[src/rtl/sargantana_icache_pkg.sv]
// Shared constants, types and helpers for the
// registered instruction-cache tag checker.
package sargantana_icache_pkg;

    localparam int N_WAY_DEF   = 4;
    localparam int TAG_W_DEF   = 20;
    localparam int LINE_W_DEF  = 256;
    localparam int FETCH_W_DEF = 128;
    localparam int CNT_W_DEF   = 32;

    typedef struct packed {
        logic                 hit;
        logic [N_WAY_DEF-1:0] way;
        logic                 multihit;
    } chk_res_t;

    typedef enum logic {
        ST_EMPTY = 1'b0,
        ST_FULL  = 1'b1
    } ostate_e;

    function automatic int chunk_idx_w(input int chunks);
        return (chunks > 1) ? $clog2(chunks) : 1;
    endfunction

endpackage

[src/rtl/sargantana_icache_way_prio.sv]
// Lowest-index priority encoder over way hits,
// flagging when more than one way hits.
module sargantana_icache_way_prio #(
    parameter int N_WAY = 4
) (
    input  logic [N_WAY-1:0] hit_vec_i,
    output logic [N_WAY-1:0] onehot_o,
    output logic             hit_o,
    output logic             multihit_o
);

    always_comb begin
        onehot_o   = '0;
        hit_o      = 1'b0;
        multihit_o = 1'b0;
        for (int i = 0; i < N_WAY; i++) begin
            if (hit_vec_i[i]) begin
                if (hit_o) begin
                    multihit_o = 1'b1;
                end else begin
                    onehot_o[i] = 1'b1;
                end
                hit_o = 1'b1;
            end
        end
    end

endmodule

[src/rtl/sargantana_icache_checker_pipe.sv]
// Tag compare, chunk select and a one-entry
// valid/ready response slot with hit/miss counters.
module sargantana_icache_checker_pipe
    import sargantana_icache_pkg::*;
#(
    parameter int N_WAY   = N_WAY_DEF,
    parameter int TAG_W   = TAG_W_DEF,
    parameter int LINE_W  = LINE_W_DEF,
    parameter int FETCH_W = FETCH_W_DEF,
    parameter int CNT_W   = CNT_W_DEF,
    localparam int CHUNKS = LINE_W / FETCH_W,
    localparam int IDX_W  = chunk_idx_w(CHUNKS)
) (
    input  logic                      clk_i,
    input  logic                      rst_i,
    input  logic                      flush_i,
    input  logic                      req_valid_i,
    output logic                      req_ready_o,
    input  logic [TAG_W-1:0]          cline_tag_i,
    input  logic [N_WAY-1:0]          way_valid_bits_i,
    input  logic [N_WAY*TAG_W-1:0]    read_tags_i,
    input  logic [N_WAY*LINE_W-1:0]   data_rd_i,
    input  logic [IDX_W-1:0]          fetch_idx_i,
    output logic                      rsp_valid_o,
    input  logic                      rsp_ready_i,
    output logic                      rsp_hit_o,
    output logic [N_WAY-1:0]          rsp_way_o,
    output logic                      rsp_multihit_o,
    output logic [FETCH_W-1:0]        rsp_data_o,
    input  logic                      cnt_clear_i,
    output logic [CNT_W-1:0]          hit_cnt_o,
    output logic [CNT_W-1:0]          miss_cnt_o
);

    logic [N_WAY-1:0]   hit_vec;
    logic [N_WAY-1:0]   sel_oh;
    logic               any_hit;
    logic               multi;
    logic [IDX_W-1:0]   fidx;
    logic [LINE_W-1:0]  line;
    logic [FETCH_W-1:0] chunk;

    ostate_e            state_q, state_d;
    logic               hit_q, hit_d;
    logic [N_WAY-1:0]   way_q, way_d;
    logic               multi_q, multi_d;
    logic [FETCH_W-1:0] data_q, data_d;
    logic [CNT_W-1:0]   hit_cnt_q, hit_cnt_d;
    logic [CNT_W-1:0]   miss_cnt_q, miss_cnt_d;

    logic accept;
    logic consume;

    for (genvar i = 0; i < N_WAY; i++) begin : g_cmp
        assign hit_vec[i] = way_valid_bits_i[i] &
            (read_tags_i[i*TAG_W +: TAG_W] == cline_tag_i);
    end

    sargantana_icache_way_prio #(
        .N_WAY (N_WAY)
    ) u_prio (
        .hit_vec_i  (hit_vec),
        .onehot_o   (sel_oh),
        .hit_o      (any_hit),
        .multihit_o (multi)
    );

    if (CHUNKS > 1) begin : g_idx
        assign fidx = fetch_idx_i;
    end else begin : g_noidx
        assign fidx = '0;
    end

    // A miss leaves line at zero, so the chunk is zero too.
    always_comb begin
        line = '0;
        for (int i = 0; i < N_WAY; i++) begin
            if (sel_oh[i]) begin
                line = data_rd_i[i*LINE_W +: LINE_W];
            end
        end
        chunk = line[fidx*FETCH_W +: FETCH_W];
    end

    always_comb begin
        rsp_valid_o = 1'b0;
        unique case (state_q)
            ST_EMPTY: rsp_valid_o = 1'b0;
            ST_FULL:  rsp_valid_o = 1'b1;
            default:  rsp_valid_o = 1'b0;
        endcase
        req_ready_o = ~rsp_valid_o | rsp_ready_i;
    end

    assign accept  = req_valid_i & req_ready_o & ~flush_i;
    assign consume = rsp_valid_o & rsp_ready_i & ~flush_i;

    always_comb begin
        state_d = state_q;
        if (flush_i) begin
            state_d = ST_EMPTY;
        end else if (accept) begin
            state_d = ST_FULL;
        end else if (consume) begin
            state_d = ST_EMPTY;
        end
    end

    always_comb begin
        hit_d   = hit_q;
        way_d   = way_q;
        multi_d = multi_q;
        data_d  = data_q;
        if (accept) begin
            hit_d   = any_hit;
            way_d   = sel_oh;
            multi_d = multi;
            data_d  = chunk;
        end
    end

    // Clear wins over a same-cycle increment; both saturate.
    always_comb begin
        hit_cnt_d  = hit_cnt_q;
        miss_cnt_d = miss_cnt_q;
        if (cnt_clear_i) begin
            hit_cnt_d  = '0;
            miss_cnt_d = '0;
        end else if (consume) begin
            if (hit_q) begin
                if (~&hit_cnt_q) hit_cnt_d = hit_cnt_q + CNT_W'(1);
            end else begin
                if (~&miss_cnt_q) miss_cnt_d = miss_cnt_q + CNT_W'(1);
            end
        end
    end

    always_ff @(posedge clk_i or posedge rst_i) begin
        if (rst_i) begin
            state_q    <= ST_EMPTY;
            hit_q      <= 1'b0;
            way_q      <= '0;
            multi_q    <= 1'b0;
            data_q     <= '0;
            hit_cnt_q  <= '0;
            miss_cnt_q <= '0;
        end else begin
            state_q    <= state_d;
            hit_q      <= hit_d;
            way_q      <= way_d;
            multi_q    <= multi_d;
            data_q     <= data_d;
            hit_cnt_q  <= hit_cnt_d;
            miss_cnt_q <= miss_cnt_d;
        end
    end

    assign rsp_hit_o      = hit_q;
    assign rsp_way_o      = way_q;
    assign rsp_multihit_o = multi_q;
    assign rsp_data_o     = data_q;
    assign hit_cnt_o      = hit_cnt_q;
    assign miss_cnt_o     = miss_cnt_q;

endmodule

[config.mk]
export PLATFORM = sky130hd
export DESIGN_NAME = sargantana_icache_checker_pipe
export DESIGN_NICKNAME = d
export VERILOG_FILES = /design/src/rtl/sargantana_icache_pkg.sv /design/src/rtl/sargantana_icache_way_prio.sv /design/src/rtl/sargantana_icache_checker_pipe.sv
export SDC_FILE = /design/constraint.sdc
export NUM_CORES = 1
export LEC_CHECK = 0
export BUFFER_PORTS_ARGS = -buffer_cell sky130_fd_sc_hd__buf_2
export CORE_AREA = 2 2 525 527
export DETAILED_ROUTE_END_ITERATION = 8
export DIE_AREA = 0 0 527 529
export HOLD_SLACK_MARGIN = 0.12
export PLACE_DENSITY = 0.3
export SETUP_SLACK_MARGIN = 0.3
export SLEW_MARGIN = 20
export SYNTH_ARGS = -nofsm -noshare
export SYNTH_HDL_FRONTEND = slang
export SYNTH_SLANG_ARGS = --single-unit
[constraint.sdc]
create_clock -name clk_i -period 11.4 [get_ports clk_i]
set_clock_uncertainty 0.05 [all_clocks]
set_input_delay 2.28 -clock clk_i [delete_from_list [all_inputs] [get_ports clk_i]]
set_output_delay 2.28 -clock clk_i [all_outputs]
set_load 0.02 [all_outputs]
==> out/metrics.yaml <==
status:
  status: "complete, no violations"
critical_path:
  critPathRequiredTime_ps: 11860
  worstSetupStartpoint: "cline_tag_i[19]"
  arrival_ps: 6460
  start_kind: "primary input"
  r2r_cells: 8
  r2r_slack_ps: 7110
  rr_startpoint: "state_q"
  criticalPathCategory: "in2reg"
  timing.rr.end: "rsp_data_o[45]"
  end_kind: "flop"
  path_max_fanout: 51
power:
  p_comb_frac: 0.326
  seqPwrFrac: 0.335
  intPower_mw: 1.48
  p_per_area_mw_per_mm2: 87.7
  p_sw_mw: 1.08
  switching_share: 0.421
  vdd_ir_drop_max_v: 0.0000678
  total_power_mw: 2.56
  clkPwrFrac: 0.339
  p_leak_nw: 12.7
yosys:
  synth_common_cells: "232 x a21oi_1, 199 x dfrtp_1, 171 x and3_1"
  synth.most_common_cell: "a21oi_1"
  yosysWarnings: 0
  ys_ff_latch: 199
  syn_nets: 3330
  syn_avg_cell_area_um2: 7.93
  synth_area_mm2: 0.0174
  synthCells: 2193
  ys_types: 63
  seq_area_frac_synth: 0.286
  synthTopCellsByArea: "dfrtp_1 29%, a221o_1 7.9%, a21oi_1 6.7%, and3_1 6.2%, nand4_1 4.5%"
  synth_largest_area_cell: "dfrtp_1"
  yosysTopAreaCellShare: 0.286
  ys.flop_type: "dfrtp_1"
  synth-async-reset-ratio: 1.00
  synth_edf_count: 0
global_route:
  antenna_found_initial: 311
  grt_overflow_total: 0
  grt_first_pass_wirelength_um: 310000
  grtUsageTotal: 0.174
  grt_start_max_net_pins: 83
  grt_pass1_vias: 25931
die:
  start_util: 0.0637
  dieArea_mm2: 0.279
  core_area_mm2: 0.273
  ios: 1335
  die_h_um: 529
  num_rows: 192
  die_w_um: 527
cts:
  post_cts_resized: 0
  htreeDepth: 4
  cts.clk_slew.worst_paths_ps: 90
  numClockSinks: 199
  clk_latency_ps: 620
  post_cts_buffers: 0
  numCtsBuffers: 21
  cts_tree: "yes"
  cts_buffer_depth: 3
  clockRootBuffer: "clkbuf_16"
  hold_buffers: 0
layout:
  nFillCells: 32122
  seqCellArea_mm2: 0.00498
  fin_area_mm2: 0.0292
  synthToLayoutAreaGrowth_pct: 67.7
  multi_input_area_mm2: 0.0111
  final_nets: 4512
  drive_gt1_frac: 0.438
sta:
  fmax_ghz: 0.167
  tns_ps: 0
  post-route-period-util: 0.526
  rsz0062_at_grt: "false"
  setup_viol: 0
  final-max-slew-violation-count: 0
  post-route-min-period_ps: 6000
  timing.slew.headroom: 0.196
  setup_ws_ps: 5400
  hold_viol: 0
  holdWs_ps: 425
  worst_pin_slew_ps: 1210
placed_design:
  dp_hpwl_um: 217000
  io_buffers: 1334
  dp_slack_ps: 4690
  globalplace.congestion: 0.881
  postPlaceCellArea_mm2: 0.0283
flow_run:
  maxCapViolCount: 0
detailed_routing:
  wire_per_inst_um: 35.8
  drt_iter0_drc: 2178
  drc_errors: 0
  wirelength_um: 253000
  first_pass_iters: 8
  viasPerCell: 3.72
  vias: 26276
  ant_nets: 0
hold_path:
  worstHoldPathType: "reg2reg"
  hold_start: "rsp_way_o[2]"
  whs_path_depth: 2
  hold_path_end: "rsp_way_o[2]"
stage by stage:
step | utilization | cells
after floorplan | - | 2193
after global placement | 0.104 | 6940
after detailed placement | 0.104 | 6941
after CTS | 0.106 | 6974
after global routing | 0.106 | 7012
final | 0.107 | 7061
final cells by class:
cell class | count | share of cell area
clock inverters | 10 | 0.00485
well taps | 3589 | 0.154
diodes | 87 | 0.00746
multi-input cells | 1627 | 0.382
repair buffers | 1398 | 0.246
clock buffers | 23 | 0.0183
inverters | 128 | 0.0167
flip-flops and latches | 199 | 0.171
cell families after synthesis:
| group | after synthesis | share of synthesized area |
|---|---|---|
| AOI/OAI and AO/OA | 844 | 0.346 |
| xor gates and xnor gates | 135 | 0.0693 |
| adders and majority gates | 2 | 0.00144 |
| buffers and inverters | 367 | 0.0874 |
| DFF | 199 | 0.286 |
| muxes | 5 | 0.00288 |
| and+or+nand+nor | 641 | 0.206 |
how the worst max path moves through the flow:
stage	slack (ps)	to
2_1_floorplan	3640	hit_cnt_o[0]
3_3_place_gp	4710	rsp_data_o[85]
3_5_place_dp	4690	rsp_data_o[85]
4_1_cts	5370	rsp_data_o[85]
5_1_grt	5250	rsp_data_o[93]
6_report	5400	rsp_data_o[88]
cell usage in the layout, fill, tap and decap left out, types with 80 or more instances in the layout:
| cell type | instances |
|---|---|
| buf_2 | 1334 |
| a21oi_1 | 232 |
| dfrtp_1 | 199 |
| and3_1 | 170 |
| a221o_1 | 138 |
| inv_1 | 127 |
| nand4_1 | 125 |
| nor2_1 | 120 |
| diode_2 | 87 |
| o21ai_0 | 85 |
| o211ai_1 | 83 |
| o32ai_1 | 83 |
| xnor2_1 | 80 |
metal layers:
layer | global-route usage | vias to the layer above | part of all wire
li1 | - | 10943 | -
met1 | 0.209 | 12924 | 0.41
met2 | 0.286 | 1709 | 0.46
met3 | 0.0638 | 562 | 0.096
met4 | 0.0535 | 138 | 0.035
met5 | 0 | - | 0.0037
power groups by stage:
| stage | combinational (mW) | sequential [mW] | clock, mW |
|---|---|---|---|
| after floorplan | 0.182 | 0.925 | 0 |
| after global placement | 0.854 | 0.873 | 0 |
| after detailed placement | 0.852 | 0.873 | 0 |
| after CTS | 0.856 | 0.858 | 0.923 |
| after global routing | 0.896 | 0.865 | 0.924 |
| final | 0.833 | 0.857 | 0.866 |
sequential cells by signal (all words and copies together) (netlist names):
name,flops
miss_cnt_o,32
state_q,1
rsp_data_o,128
rsp_way_o,4
rsp_multihit_o,1
hit_cnt_o,32
rsp_hit_o,1
critical path: stages:
cell	delay (ps)
buf_2	140
xnor2_1	390
nand4_1	240
nor4_4	300
buf_4	450
and2_4	510
buf_4	560
buf_4	720
a221o_1	320
o21ai_0	100
a21oi_1	160
Power figures use the tool's default switching activity.
